<file path="src/rtl/sd_card_cmd_responder_pkg.sv">
// Shared frame geometry, CRC7 polynomial and FSM encodings for the SD CMD-line responder.
package sd_card_cmd_responder_pkg;

  localparam int unsigned FRAME_LEN = 48;
  localparam int unsigned CRC_SPAN  = 40;

  // Bit positions inside a 48-bit frame (MSB transmitted first)
  localparam int unsigned POS_START = 47;
  localparam int unsigned POS_TX    = 46;
  localparam int unsigned IDX_HI    = 45;
  localparam int unsigned IDX_LO    = 40;
  localparam int unsigned ARG_HI    = 39;
  localparam int unsigned ARG_LO    = 8;
  localparam int unsigned CRC_HI    = 7;
  localparam int unsigned CRC_LO    = 1;
  localparam int unsigned POS_END   = 0;

  // G(x) = x^7 + x^3 + 1, x^7 term implicit
  localparam logic [6:0] CRC7_POLY = 7'h09;

  localparam logic [2:0] ST_IDLE     = 3'd0;
  localparam logic [2:0] ST_RECV     = 3'd1;
  localparam logic [2:0] ST_CHECK    = 3'd2;
  localparam logic [2:0] ST_WAIT_NCR = 3'd3;
  localparam logic [2:0] ST_SEND     = 3'd4;

  function automatic logic [6:0] crc7_step(input logic [6:0] crc, input logic din);
    logic fb;
    fb = crc[6] ^ din;
    return {crc[5:0], 1'b0} ^ (fb ? CRC7_POLY : 7'h00);
  endfunction

endpackage

</file>
<file path="src/rtl/sd_crc7_serial.sv">
// Bit-serial CRC7 accumulator; clear has priority over enable.
module sd_crc7_serial
  import sd_card_cmd_responder_pkg::*;
(
  input  logic       clk,
  input  logic       rst,
  input  logic       clear,
  input  logic       enable,
  input  logic       data_bit,
  output logic [6:0] crc
);

  always_ff @(posedge clk or posedge rst) begin
    if (rst) begin
      crc <= '0;
    end else if (clear) begin
      crc <= '0;
    end else if (enable) begin
      crc <= crc7_step(crc, data_bit);
    end
  end

endmodule

</file>
<file path="src/rtl/sd_card_cmd_responder.sv">
// SD card CMD-line responder: receives 48-bit host commands, validates them with CRC7,
// and answers every good non-CMD0 command with an R1 frame after NCR idle cycles.
module sd_card_cmd_responder
  import sd_card_cmd_responder_pkg::*;
#(
  parameter int unsigned NCR = 2
) (
  input  logic        CLK,
  input  logic        RESET,
  input  logic        cmd_from_host,
  input  logic [31:0] card_status,
  output logic        cmd_to_host,
  output logic        cmd_to_host_oe,
  output logic        cmd_valid,
  output logic [5:0]  cmd_index,
  output logic [31:0] cmd_arg,
  output logic        crc_error
);

  localparam logic [5:0] NCR_LAST     = 6'(NCR - 1);
  localparam logic [5:0] RX_LAST      = 6'(FRAME_LEN - 2);
  localparam logic [5:0] RX_CRC_END   = 6'(CRC_SPAN - 1);
  localparam logic [5:0] TX_CRC_START = 6'(CRC_SPAN);
  localparam logic [5:0] TX_END_BIT   = 6'(FRAME_LEN - 1);
  localparam logic [5:0] TX_DONE      = 6'(FRAME_LEN);

  logic [2:0]           state;
  logic                 cmd_in_q;
  // The start bit is implied by entering RECV, so only the remaining 47 bits are stored
  logic [FRAME_LEN-2:0] rx_frame;
  logic [5:0]           rx_cnt;
  logic [5:0]           wait_cnt;
  logic [5:0]           tx_cnt;
  logic [CRC_SPAN-1:0]  tx_shift;
  logic [6:0]           rx_crc;
  logic [6:0]           tx_crc;

  logic rx_crc_clear;
  logic rx_crc_en;
  logic tx_crc_clear;
  logic tx_crc_en;
  logic start_send;
  logic frame_good;
  logic tx_bit;

  assign start_send   = (state == ST_WAIT_NCR) && (wait_cnt == NCR_LAST);
  assign rx_crc_clear = (state == ST_IDLE);
  assign rx_crc_en    = (state == ST_RECV) && (rx_cnt < RX_CRC_END);
  assign tx_crc_clear = (state != ST_WAIT_NCR) && (state != ST_SEND);
  assign tx_crc_en    = start_send || ((state == ST_SEND) && (tx_cnt < TX_CRC_START));

  // Start bit is 0 and leaves a zero CRC unchanged, so feeding begins at the transmission bit
  assign frame_good = rx_frame[POS_TX] && rx_frame[POS_END] &&
                      (rx_crc == rx_frame[CRC_HI:CRC_LO]);

  always_comb begin
    if (tx_cnt < TX_CRC_START) begin
      tx_bit = tx_shift[CRC_SPAN-1];
    end else if (tx_cnt < TX_END_BIT) begin
      tx_bit = tx_crc[3'(TX_END_BIT - 6'd1 - tx_cnt)];
    end else begin
      tx_bit = 1'b1;
    end
  end

  sd_crc7_serial u_rx_crc (
    .clk      (CLK),
    .rst      (RESET),
    .clear    (rx_crc_clear),
    .enable   (rx_crc_en),
    .data_bit (cmd_in_q),
    .crc      (rx_crc)
  );

  sd_crc7_serial u_tx_crc (
    .clk      (CLK),
    .rst      (RESET),
    .clear    (tx_crc_clear),
    .enable   (tx_crc_en),
    .data_bit (tx_shift[CRC_SPAN-1]),
    .crc      (tx_crc)
  );

  always_ff @(posedge CLK or posedge RESET) begin
    if (RESET) begin
      state          <= ST_IDLE;
      cmd_in_q       <= 1'b1;
      rx_frame       <= '0;
      rx_cnt         <= '0;
      wait_cnt       <= '0;
      tx_cnt         <= '0;
      tx_shift       <= '0;
      cmd_to_host    <= 1'b1;
      cmd_to_host_oe <= 1'b0;
      cmd_valid      <= 1'b0;
      crc_error      <= 1'b0;
      cmd_index      <= '0;
      cmd_arg        <= '0;
    end else begin
      cmd_in_q  <= cmd_from_host;
      cmd_valid <= 1'b0;
      crc_error <= 1'b0;
      case (state)
        ST_IDLE: begin
          if (!cmd_in_q) begin
            state  <= ST_RECV;
            rx_cnt <= '0;
          end
        end
        ST_RECV: begin
          rx_frame <= {rx_frame[FRAME_LEN-3:0], cmd_in_q};
          rx_cnt   <= rx_cnt + 6'd1;
          if (rx_cnt == RX_LAST) begin
            state <= ST_CHECK;
          end
        end
        ST_CHECK: begin
          if (frame_good) begin
            cmd_valid <= 1'b1;
            cmd_index <= rx_frame[IDX_HI:IDX_LO];
            cmd_arg   <= rx_frame[ARG_HI:ARG_LO];
            tx_shift  <= {2'b00, rx_frame[IDX_HI:IDX_LO], card_status};
            wait_cnt  <= '0;
            state     <= (rx_frame[IDX_HI:IDX_LO] == 6'd0) ? ST_IDLE : ST_WAIT_NCR;
          end else begin
            crc_error <= 1'b1;
            state     <= ST_IDLE;
          end
        end
        ST_WAIT_NCR: begin
          if (start_send) begin
            state          <= ST_SEND;
            cmd_to_host_oe <= 1'b1;
            cmd_to_host    <= tx_shift[CRC_SPAN-1];
            tx_shift       <= {tx_shift[CRC_SPAN-2:0], 1'b0};
            tx_cnt         <= 6'd1;
          end else begin
            wait_cnt <= wait_cnt + 6'd1;
          end
        end
        ST_SEND: begin
          if (tx_cnt == TX_DONE) begin
            state          <= ST_IDLE;
            cmd_to_host_oe <= 1'b0;
            cmd_to_host    <= 1'b1;
          end else begin
            cmd_to_host <= tx_bit;
            tx_cnt      <= tx_cnt + 6'd1;
            if (tx_cnt < TX_CRC_START) begin
              tx_shift <= {tx_shift[CRC_SPAN-2:0], 1'b0};
            end
          end
        end
        default: state <= ST_IDLE;
      endcase
    end
  end

endmodule

</file>
<file path="config.mk">
export PLATFORM = sky130hd
export DESIGN_NAME = sd_card_cmd_responder
export DESIGN_NICKNAME = d
export VERILOG_FILES = /design/src/rtl/sd_card_cmd_responder_pkg.sv /design/src/rtl/sd_crc7_serial.sv /design/src/rtl/sd_card_cmd_responder.sv
export SDC_FILE = /design/constraint.sdc
export NUM_CORES = 1
export LEC_CHECK = 0
export ABC_AREA = 1
export CORE_ASPECT_RATIO = 0.5
export CORE_UTILIZATION = 46
export DETAILED_ROUTE_END_ITERATION = 6
export PLACE_DENSITY = 0.67
export SLEW_MARGIN = 20
export SYNTH_ARGS = -nofsm -noshare
export SYNTH_HDL_FRONTEND = slang
export SYNTH_SLANG_ARGS = --single-unit
</file>
<file path="constraint.sdc">
create_clock -name CLK -period 9.8 [get_ports CLK]
set_clock_uncertainty 0.05 [all_clocks]
set_input_delay 1.96 -clock CLK [delete_from_list [all_inputs] [get_ports CLK]]
set_output_delay 1.96 -clock CLK [all_outputs]
set_load 0.02 [all_outputs]
</file>
# Yosys cells after proc, flatten, opt, wreduce, memory -nomap -nowiden
# Cells that the tools add are included.
[totals]
reg_bits = 165
input_bits = 35
elab_cells = 108
[classes]
bitwise_logic = 4
muxes = 40
order_cmp = 4
n_reduce_logical = 23
add_sub_neg = 4
n_eq_ne = 18
[ops]
columns = ["operator", "n"]
rows = [
  ["two-way mux 40 bit", 4],
  ["case mux 40 bit (3 select lines)", 1],
  ["case mux 6 bit (2 select lines)", 3],
  ["two-way mux 6 bit", 5],
  ["two-way mux 7 bit", 4],
  ["adder 6 x 1 -> 6 bit, second input constant", 3],
  ["< comparator 6 bit, second input constant", 3],
  ["case mux 3 bit (5 select lines)", 1],
  ["XOR 7 bit", 2],
  ["equality test 6 bit, second input constant", 2],
  ["two-way mux 3 bit", 4],
  ["two-way mux 1 bit", 11],
  ["!= test 2 bit, second input constant", 5],
  ["nonzero test 2 bit", 5],
  ["AND reduction 3 bit", 3],
  ["two-way mux 4 bit", 2],
  ["equality test 7 bit", 1],
  ["equality test 3 x 2 -> 1 bit, second input constant", 2],
  ["equality test 6 x 1 -> 1 bit, second input constant", 1],
  ["logical AND 1 bit", 6],
  ["zero test 6 bit", 1],
  ["!= test 2 x 1 -> 1 bit, second input constant", 3],
  ["AND reduction 2 bit", 3],
  ["AND reduction 5 bit", 1],
  ["other kinds (14)", 17],
]

# Longest topological paths before layout
# Gate-level depths: netlist (run 1).
[logic_depth]
depth_word = 7
depth_mapped = 11

# Cells and area by module
# Synthesis (run 1) repeated with hierarchy kept, for this count alone.
[hier_totals]
hier_cells = 925
hier_area_um2 = 7487.2
[modules_own_cells]
columns = ["mod", "area_each_um2", "instances", "cells_per_inst", "seq_area_each_um2"]
rows = [
  ["sd_card_cmd_responder", 6844.1, 1, 847, 3781.1],
  ["sd_crc7_serial", 321.6, 2, 39, 175.2],
]

# Worst setup path after synthesis (run 1)
# Ideal clock, no wire load.
[synth_path]
path_type = "register -> output"
from = "reg cmd_to_host"
to = "out cmd_to_host"
stages_incl_launch_ff = 1
n_path_buf = 0
path_slack_ps = 7227
arrival_time_ps = 563
cell_sequence = "dfstp_2"
[synth_lines]
columns = ["item", "line_no", "source"]
rows = [
  ["start, declared", "sd_card_cmd_responder.sv:12", "output logic cmd_to_host,"],
  ["start signal, assigned", "sd_card_cmd_responder.sv:134", "cmd_to_host <= tx_shift[CRC_SPAN-1];"],
  ["start signal, assigned", "sd_card_cmd_responder.sv:147", "cmd_to_host <= tx_bit;"],
]
# No word-level cell between the ends.

==> results.toml, run 1 <==
[grt]
grt_pass1_wl_mm = 26.5
antenna_found_initial = 0
grt_usage_pct = 19.1
grt_pass1_vias = 5833
grt_max_degree = 96
grt_overflow = 0

[critical_path]
ff2ff_setup_slack_ps = 6270
cp.arrival_ps = 3950
crit_type = "in -> async"
r2r_cells = 8
crit_buf_inv = 3
startpoint_type = "primary input"
reg2reg_to = "tx_shift[22]"
critical_path.max_stage_delay_ps = 830
crit_slowest_cell = "buf_4"
crit_family = "buffers and inverters"
crit_fanout = 91
crit_chain = "clkdlybuf4s50_1 -> inv_6 -> buf_4"
worstSetupEndpointType = "async pin"
r2r_start = "state[0]"
worst_ep_required_time_ps = 10150

[power]
leakagePower_nw = 4.28
irDropWorstVdd_uv = 149
powerDensity_mw_per_mm2 = 253

[sta]
setup_ws_ps = 6200
maxSlewHeadroom_pct = 35.9
fin_tns_setup_ps = 0
finalSetupViolCount = 0
hold_viol = 0
fin_crit_sh_pct = 36.8
max_slew.worst_pin.slew_ps = 958
period_needed_ps = 3600
final_max_slew_viol_count = 0
fmax_ghz = 0.278
rsz0062_at_grt = "false"

[hold_path]
min-delay-start = "tx_shift[35]"
min_to = "tx_shift[35]"
hp-class = "reg -> reg"
holdPathStages = 2

[drt]
wirelength_mm = 14.5
vias = 5870
drc = 0
routedWlPerCell_um = 12.1
dr.first_iter.drc_count = 412
first_pass_iters = 5
ant_nets = 0
viasPerCell = 4.90

[clocking]
clk-insertion-delay-late_ps = 400
cts_root_buf = "clkbuf_16"
cts_buffer_depth = 2
clock_sinks = 165
cts_resized = 0
cts_setup_buffers = 0
path_clk_slew_ps = 60
ctsHoldBuffers = 0
cts_buffers = 17
htreeDepth = 4
cts_tree = "yes"

[placement]
place_ws_ps = 5650
port-buffer-count = 76
postPlaceCellArea_mm2 = 0.00833
dp_hpwl_mm = 9.00
place.gp.congestion = 0.807

[status]
status = "finished clean"

[layout]
fill_cells = 1429
layout-drive-gt1-share_pct = 6.54
multi_input_area_mm2 = 0.00278
syn2layout_area_growth_pct = 19.0
final_common_cell = "nand2_1"
nNetsFinal = 1006
final_cell_mix = "nand2_1 (348), dfrtp_1 (163), o21ai_0 (101)"
final_cell_area_mm2 = 0.00892
diodes = 0
seq_area_mm2 = 0.00413

[run]
maxCapViolCount = 0

[synth]
syn_inst = 906
ys_seq_area_share_pct = 55.1
synth_warnings = 0
synth_area_mm2 = 0.00750
synth_nets = 947
synth.avg_cell_area_um2 = 8.28
ys_types = 32
ys_ff_latch = 165

[floorplanning]
dieArea_mm2 = 0.0168
coreArea_mm2 = 0.0157
die_w_um = 183
die_h_um = 92.3
io_pins = 77
rows = 32
start_util_pct = 47.9
## synth_stat cells, drive strengths merged
master	n	area, µm²
dfstp	2	52.6
nand4	9	56.3
ha	6	75.1
o21ai	119	633
nand3	71	360
o31ai	3	22.5
a21oi	3	26.3
nand2	353	1340
clkinv	1	3.75
inv	90	338
xor2	4	35.0
a22o	1	8.76
nor2	30	138
xnor2	3	26.3
o22ai	3	18.8
nand3b	3	22.5
buf	32	215
dfrtp	163	4080
nor3	2	21.3
clkbuf	8	30.0
## where the power goes
part | internal (mW) | switching, mW | total (mW)
Sequential | 0.820 | 0.0900 | 0.910
Clock | 0.384 | 0.286 | 0.670
Combinational | 0.195 | 0.478 | 0.673
## kinds of logic (layout without fill, tap and decap cells)
logic type      count (synthesis)  count (layout)  synth area share [%]
buf+inv                       131             203                  7.83
xor+xnor                        7               7                 0.818
flops                         165             165                  55.1
compound gates                129             129                  9.46
simple gates                  468             468                  25.8
fa+ha+maj                       6               6                  1.00
## stage by stage
step	utilization, %	cells	total power, mW	hold slack [ps]
6_report	57.0	1199	2.25	422
5_1_grt	57.0	1199	2.43	438
4_1_cts	57.0	1199	2.28	425
3_5_place_dp	53.2	1167	1.60	408
3_3_place_gp	53.2	1167	1.58	405
2_1_floorplan	-	906	1.47	392
## metal layers
| layer | global-route usage, % | part of all wire [%] | vias up |
|---|---|---|---|
| met5 | 0 | 0 | - |
| met4 | 4.55 | 0.20 | 0 |
| met3 | 3.18 | 3.2 | 2 |
| met2 | 31.2 | 46 | 97 |
| met1 | 26.7 | 51 | 2798 |
| li1 | - | - | 2973 |
## state kept, by name, indices dropped and copies added, names as in the netlist, 7 cells and up
signal	cells
cmd_arg	32
tx_shift	40
u_rx_crc.crc	7
u_tx_crc.crc	7
rx_frame	47
## how the worst max path moves through the flow
stage | cells after the start | from | slack [ps] | endpoint
after CTS | 3 | RESET | 6090 | tx_shift[6]
after detailed placement | 3 | RESET | 5650 | tx_shift[14]
final | 3 | RESET | 6200 | rx_frame[1]
after floorplan | 1 | RESET | 3330 | cmd_arg[0]
after global placement | 3 | RESET | 5660 | tx_shift[13]
after global routing | 3 | RESET | 5840 | tx_shift[34]
## cell type report
type                    count  share of cell area, %
flip-flops and latches    165                   46.3
multi-input cells         610                   31.2
repair buffers             80                   8.86
clock buffers              18                   4.81
inverters                  91                   3.88
well taps                 221                   3.10
clock inverters            14                   1.85
## worst min-delay path, cell delays in order (launching register included)
cell and delay [ps]:
dfrtp_1 340, nand2_1 50, nand2_1 50
(Power assumes the default switching activity.)
==> run 2, diff against run 1 <==
Settings changed: PLACE_DENSITY 0.67 to 0.69.
Clock period 9.8 ns to 3.15 ns, I/O delays scaled along.
==> results.toml, run 2 (synthesis gave the netlist of run 1 again) <==
[status]
status = "finished clean"

[sta]
setup_ws_ps = 929
hold_viol = 0
hold_ws_ps = 420
period_needed_ps = 2220
fmax_ghz = 0.450
final_max_slew_viol_count = 0
maxSlewHeadroom_pct = 48.4
fin_tns_setup_ps = 0
fin_crit_sh_pct = 70.5
rsz0062_at_grt = "false"
finalSetupViolCount = 0
max_slew.worst_pin.slew_ps = 774

[layout]
largest_reg_flops = 47
diodes = 0
biggestRegsByFlops = "rx_frame: 47 flops, tx_shift: 40 flops, cmd_arg: 32 flops"
finalNonFillerCells = 1205
layout-drive-gt1-share_pct = 7.11
final_common_cell = "nand2_1"
nNetsFinal = 1012
syn2layout_area_growth_pct = 19.9
final_util_pct = 57.4
final_cell_mix = "nand2_1 (348), dfrtp_1 (163), o21ai_0 (101)"
final_cell_area_mm2 = 0.00899
regMostFlops = "rx_frame"
fill_cells = 1368

[power]
power_switching_share_pct = 37.8
irDropWorstVdd_uv = 537
powerDensity_mw_per_mm2 = 782
power.switching_mw = 2.66
p_clk_share_pct = 29.6
pwr-share-seq_pct = 40.3
power_mw = 7.03
combinationalPowerShare_pct = 30.1
leakagePower_nw = 4.31
internal_power_mw = 4.37

[critical_path]
startpoint_type = "flip-flop"
worstSetupEndpointType = "primary output"
crit_type = "reg -> out"
crit_buf_inv = 1
critical_path.max_stage_delay_ps = 590
ff2ff_setup_slack_ps = 980
r2r_cells = 10
crit_slowest_cell = "clkdlybuf4s50_1"
crit_chain = "clkdlybuf4s50_1"
setup.worst_path.start = "cmd_to_host"
worst_ep_required_time_ps = 2470
crit_family = "buffers and inverters"
crit_fanout = 2
r2r_start = "u_rx_crc.crc[6]"
cp.arrival_ps = 1540
reg2reg_to = "cmd_arg[28]"

[clocking]
clk-insertion-delay-late_ps = 410
cts_buffers = 17
path_clk_slew_ps = 70
clock_sinks = 165
cts_buffer_depth = 2
cts_resized = 0
cts_root_buf = "clkbuf_16"
ctsHoldBuffers = 0
htreeDepth = 4
cts_setup_buffers = 0
cts_tree = "yes"

[floorplanning]
die_h_um = 92.3
coreArea_mm2 = 0.0157
die_w_um = 183
start_util_pct = 47.9
rows = 32
io_pins = 77
dieArea_mm2 = 0.0168

[drt]
drc = 0
dr.first_iter.drc_count = 461
wirelength_mm = 14.9
routedWlPerCell_um = 12.3
first_pass_iters = 4
vias = 5804
ant_nets = 0
viasPerCell = 4.82

[run]
maxCapViolCount = 0

[hold_path]
min-delay-start = "tx_shift[32]"
min_to = "tx_shift[32]"
hp-class = "reg -> reg"
holdPathStages = 2

[grt]
antenna_found_initial = 0
grt_overflow = 0
grt_pass1_wl_mm = 25.6
grt_max_degree = 94
grt_usage_pct = 19.0
grt_pass1_vias = 5336

[placement]
place.gp.congestion = 0.861
place_ws_ps = 983
port-buffer-count = 76
dp_hpwl_mm = 9.58
postPlaceCellArea_mm2 = 0.00840
dp_cells = 1173
==> run 2: changes by cell type in the layout (fill, tap and decap cells not counted), sizes merged <==
cell | before | now
buf | 4 | 10
clkinv | 4 | 5
clkinvlp | 2 | 3
inv | 97 | 95
==> run 2: final cells by class <==
| cell class | instances | area (µm²) | area share [%] |
|---|---|---|---|
| Inverter | 91 | 345 | 3.84 |
| Clock inverter | 14 | 164 | 1.82 |
| Timing Repair Buffer | 86 | 861 | 9.58 |
| Sequential cell | 165 | 4130 | 46.0 |
| Multi-Input combinational cell | 610 | 2780 | 30.9 |
| Tap cell | 221 | 277 | 3.08 |
| Clock buffer | 18 | 429 | 4.77 |
==> run 2: how the worst max path moves through the flow <==
stage | to | slack, ps | cells after the start
floorplan | cmd_arg[0] | 370 | 1
global placement | cmd_index[0] | 1050 | 10
detailed placement | cmd_arg[28] | 980 | 9
CTS | cmd_to_host | 910 | 1
global route | cmd_arg[28] | 730 | 10
finish | cmd_to_host | 930 | 1
==> run 2: per-layer routing <==
| layer | vias to the layer above | part of all wire [%] | wire length [µm] | track usage, % |
|---|---|---|---|---|
| met5 | - | 0 | 0 | 0 |
| met1 | 2699 | 51 | 7640 | 27.8 |
| met2 | 112 | 44 | 6580 | 28.8 |
| li1 | 2986 | - | - | - |
| met4 | 0 | 0.56 | 84 | 5.04 |
| met3 | 7 | 3.8 | 568 | 4.01 |
==> run 2: power groups by stage <==
stage / Clock (mW) / Combinational (mW) / Sequential [mW]
4_1_cts: 2.13 / 2.13 / 2.83
5_1_grt: 2.21 / 2.43 / 2.89
3_3_place_gp: 0 / 2.08 / 2.86
3_5_place_dp: 0 / 2.13 / 2.86
6_report: 2.08 / 2.12 / 2.83
2_1_floorplan: 0 / 1.78 / 2.81
==> run 3, diff against run 2 <==
Clock period 3.15 ns to 1.8 ns, I/O delays scaled along.
==> results.toml, run 3 (synthesis gave the netlist of run 1 again) <==
[status]
status = "finished clean"

[critical_path]
crit_type = "reg -> out"
crit_family = "buffers and inverters"
ff2ff_setup_slack_ps = 40
r2r_start = "wait_cnt[1]"
reg2reg_to = "tx_shift[35]"
crit_buf_inv = 1
crit_chain = "clkdlybuf4s50_1"
r2r_cells = 10
crit_fanout = 1
cp.arrival_ps = 1360
worstSetupEndpointType = "primary output"
worst_ep_required_time_ps = 1390
crit_slowest_cell = "clkdlybuf4s50_1"
critical_path.max_stage_delay_ps = 600
startpoint_type = "flip-flop"

[drt]
viasPerCell = 4.92
dr.first_iter.drc_count = 405
wirelength_mm = 15.6
drc = 0
ant_nets = 0
routedWlPerCell_um = 12.7
first_pass_iters = 5
vias = 6067

[grt]
top_usage_layer = "met2"
grt_overflow = 0
grt_pass1_vias = 5660
grt_usage_pct = 19.6
gr-usage-met3_pct = 4.21
antenna_found_initial = 0
gr-usage-met1_pct = 27.3
use_met2_pct = 31.7
grt_max_degree = 60
grt_pass1_wl_mm = 26.7

[hold_path]
hp-class = "in -> async"

[floorplanning]
io_pins = 77
rows = 32
dieArea_mm2 = 0.0168
coreArea_mm2 = 0.0157
start_util_pct = 47.9
die_h_um = 92.3
die_w_um = 183

[layout]
regMostFlops = "rx_frame"
final_cell_mix = "nand2_1 (346), dfrtp_1 (163), o21ai_0 (100)"
biggestRegsByFlops = "rx_frame: 47 flops, tx_shift: 40 flops, cmd_arg: 32 flops"
final_common_cell = "nand2_1"
nNetsFinal = 1040
largest_reg_flops = 47
syn2layout_area_growth_pct = 25.6
final_cell_area_mm2 = 0.00942
diodes = 0
final_util_pct = 60.1
layout-drive-gt1-share_pct = 10.4

[clocking]
clock_sinks = 165
cts_buffer_depth = 2
cts_tree = "yes"
cts_buffers = 17
htreeDepth = 4
cts_root_buf = "clkbuf_16"
path_clk_slew_ps = 70
clk-insertion-delay-late_ps = 430

[sta]
hold_ws_ps = 258
rsz0062_at_grt = "true"
fmax_ghz = 0.566
finalSetupViolCount = 0
max_slew.worst_pin.slew_ps = 438
fin_crit_sh_pct = 98.1
final_max_slew_viol_count = 0
maxSlewHeadroom_pct = 70.8
hold_viol = 0
period_needed_ps = 1770

[power]
internal_power_mw = 8.18
power_switching_share_pct = 38.1
powerDensity_mw_per_mm2 = 1400
combinationalPowerShare_pct = 33.3
leakagePower_nw = 4.97
power_mw = 13.2
p_clk_share_pct = 29.3
power.switching_mw = 5.04
pwr-share-seq_pct = 37.4
irDropWorstVdd_uv = 1150

[placement]
port-buffer-count = 76
place.gp.congestion = 0.829
postPlaceCellArea_mm2 = 0.00866
dp_hpwl_mm = 10.2

[run]
maxCapViolCount = 0
==> run 3: layout make-up <==
class,instances,area (µm²)
fillers,1365,6240
flip-flops and latches,165,4130
multi-input cells,610,2800
repair buffers,113,1210
clock buffers,17,425
inverters,91,349
well taps,221,277
clock inverters,15,214
repair inverters,1,7.51
==> run 3: how the worst max path moves through the flow <==
stage	startpoint	to	slack [ps]	depth (start not counted)
floorplan	RESET	cmd_arg[0]	-710	1
global placement	wait_cnt[1]	tx_shift[2]	120	10
detailed placement	state[1]	tx_shift[27]	90	11
CTS	cmd_arg[16]	cmd_arg[16]	0.1	1
global route	wait_cnt[1]	tx_shift[24]	-60	10
finish	crc_error	crc_error	30	1
==> run 3: stage by stage <==
step | cells | TNS [ps] | setup slack, ps
2_1_floorplan | 906 | -115650 | -707
3_3_place_gp | 1195 | 0 | 121
3_5_place_dp | 1195 | 0 | 87.4
4_1_cts | 1227 | 0 | 0.139
5_1_grt | 1233 | -1440 | -60.6
6_report | 1233 | 0 | 34.7
==> run 3: power by group through the flow <==
stage                     registers (mW)  clock network [mW]  logic, mW
after floorplan                     4.92                   0       3.11
after global placement              4.97                   0       4.06
after detailed placement            5.00                   0       4.17
after CTS                           4.94                3.96       4.19
after global routing                5.04                4.12       5.01
final                               4.95                3.87       4.40
==> run 3: routing by layer <==
layer	vias up	wire (µm)
met5	-	0
met4	0	107
met3	12	589
met2	122	7260
met1	2892	7670
li1	3041	-
==> run 3: repair_timing <==
action,CTS,global route
hold buffers,0,0
gates resized for setup,21,30
buffers inserted,0,4
gates cloned,0,2
setup endpoints to repair,21,97
pin swaps,0,1
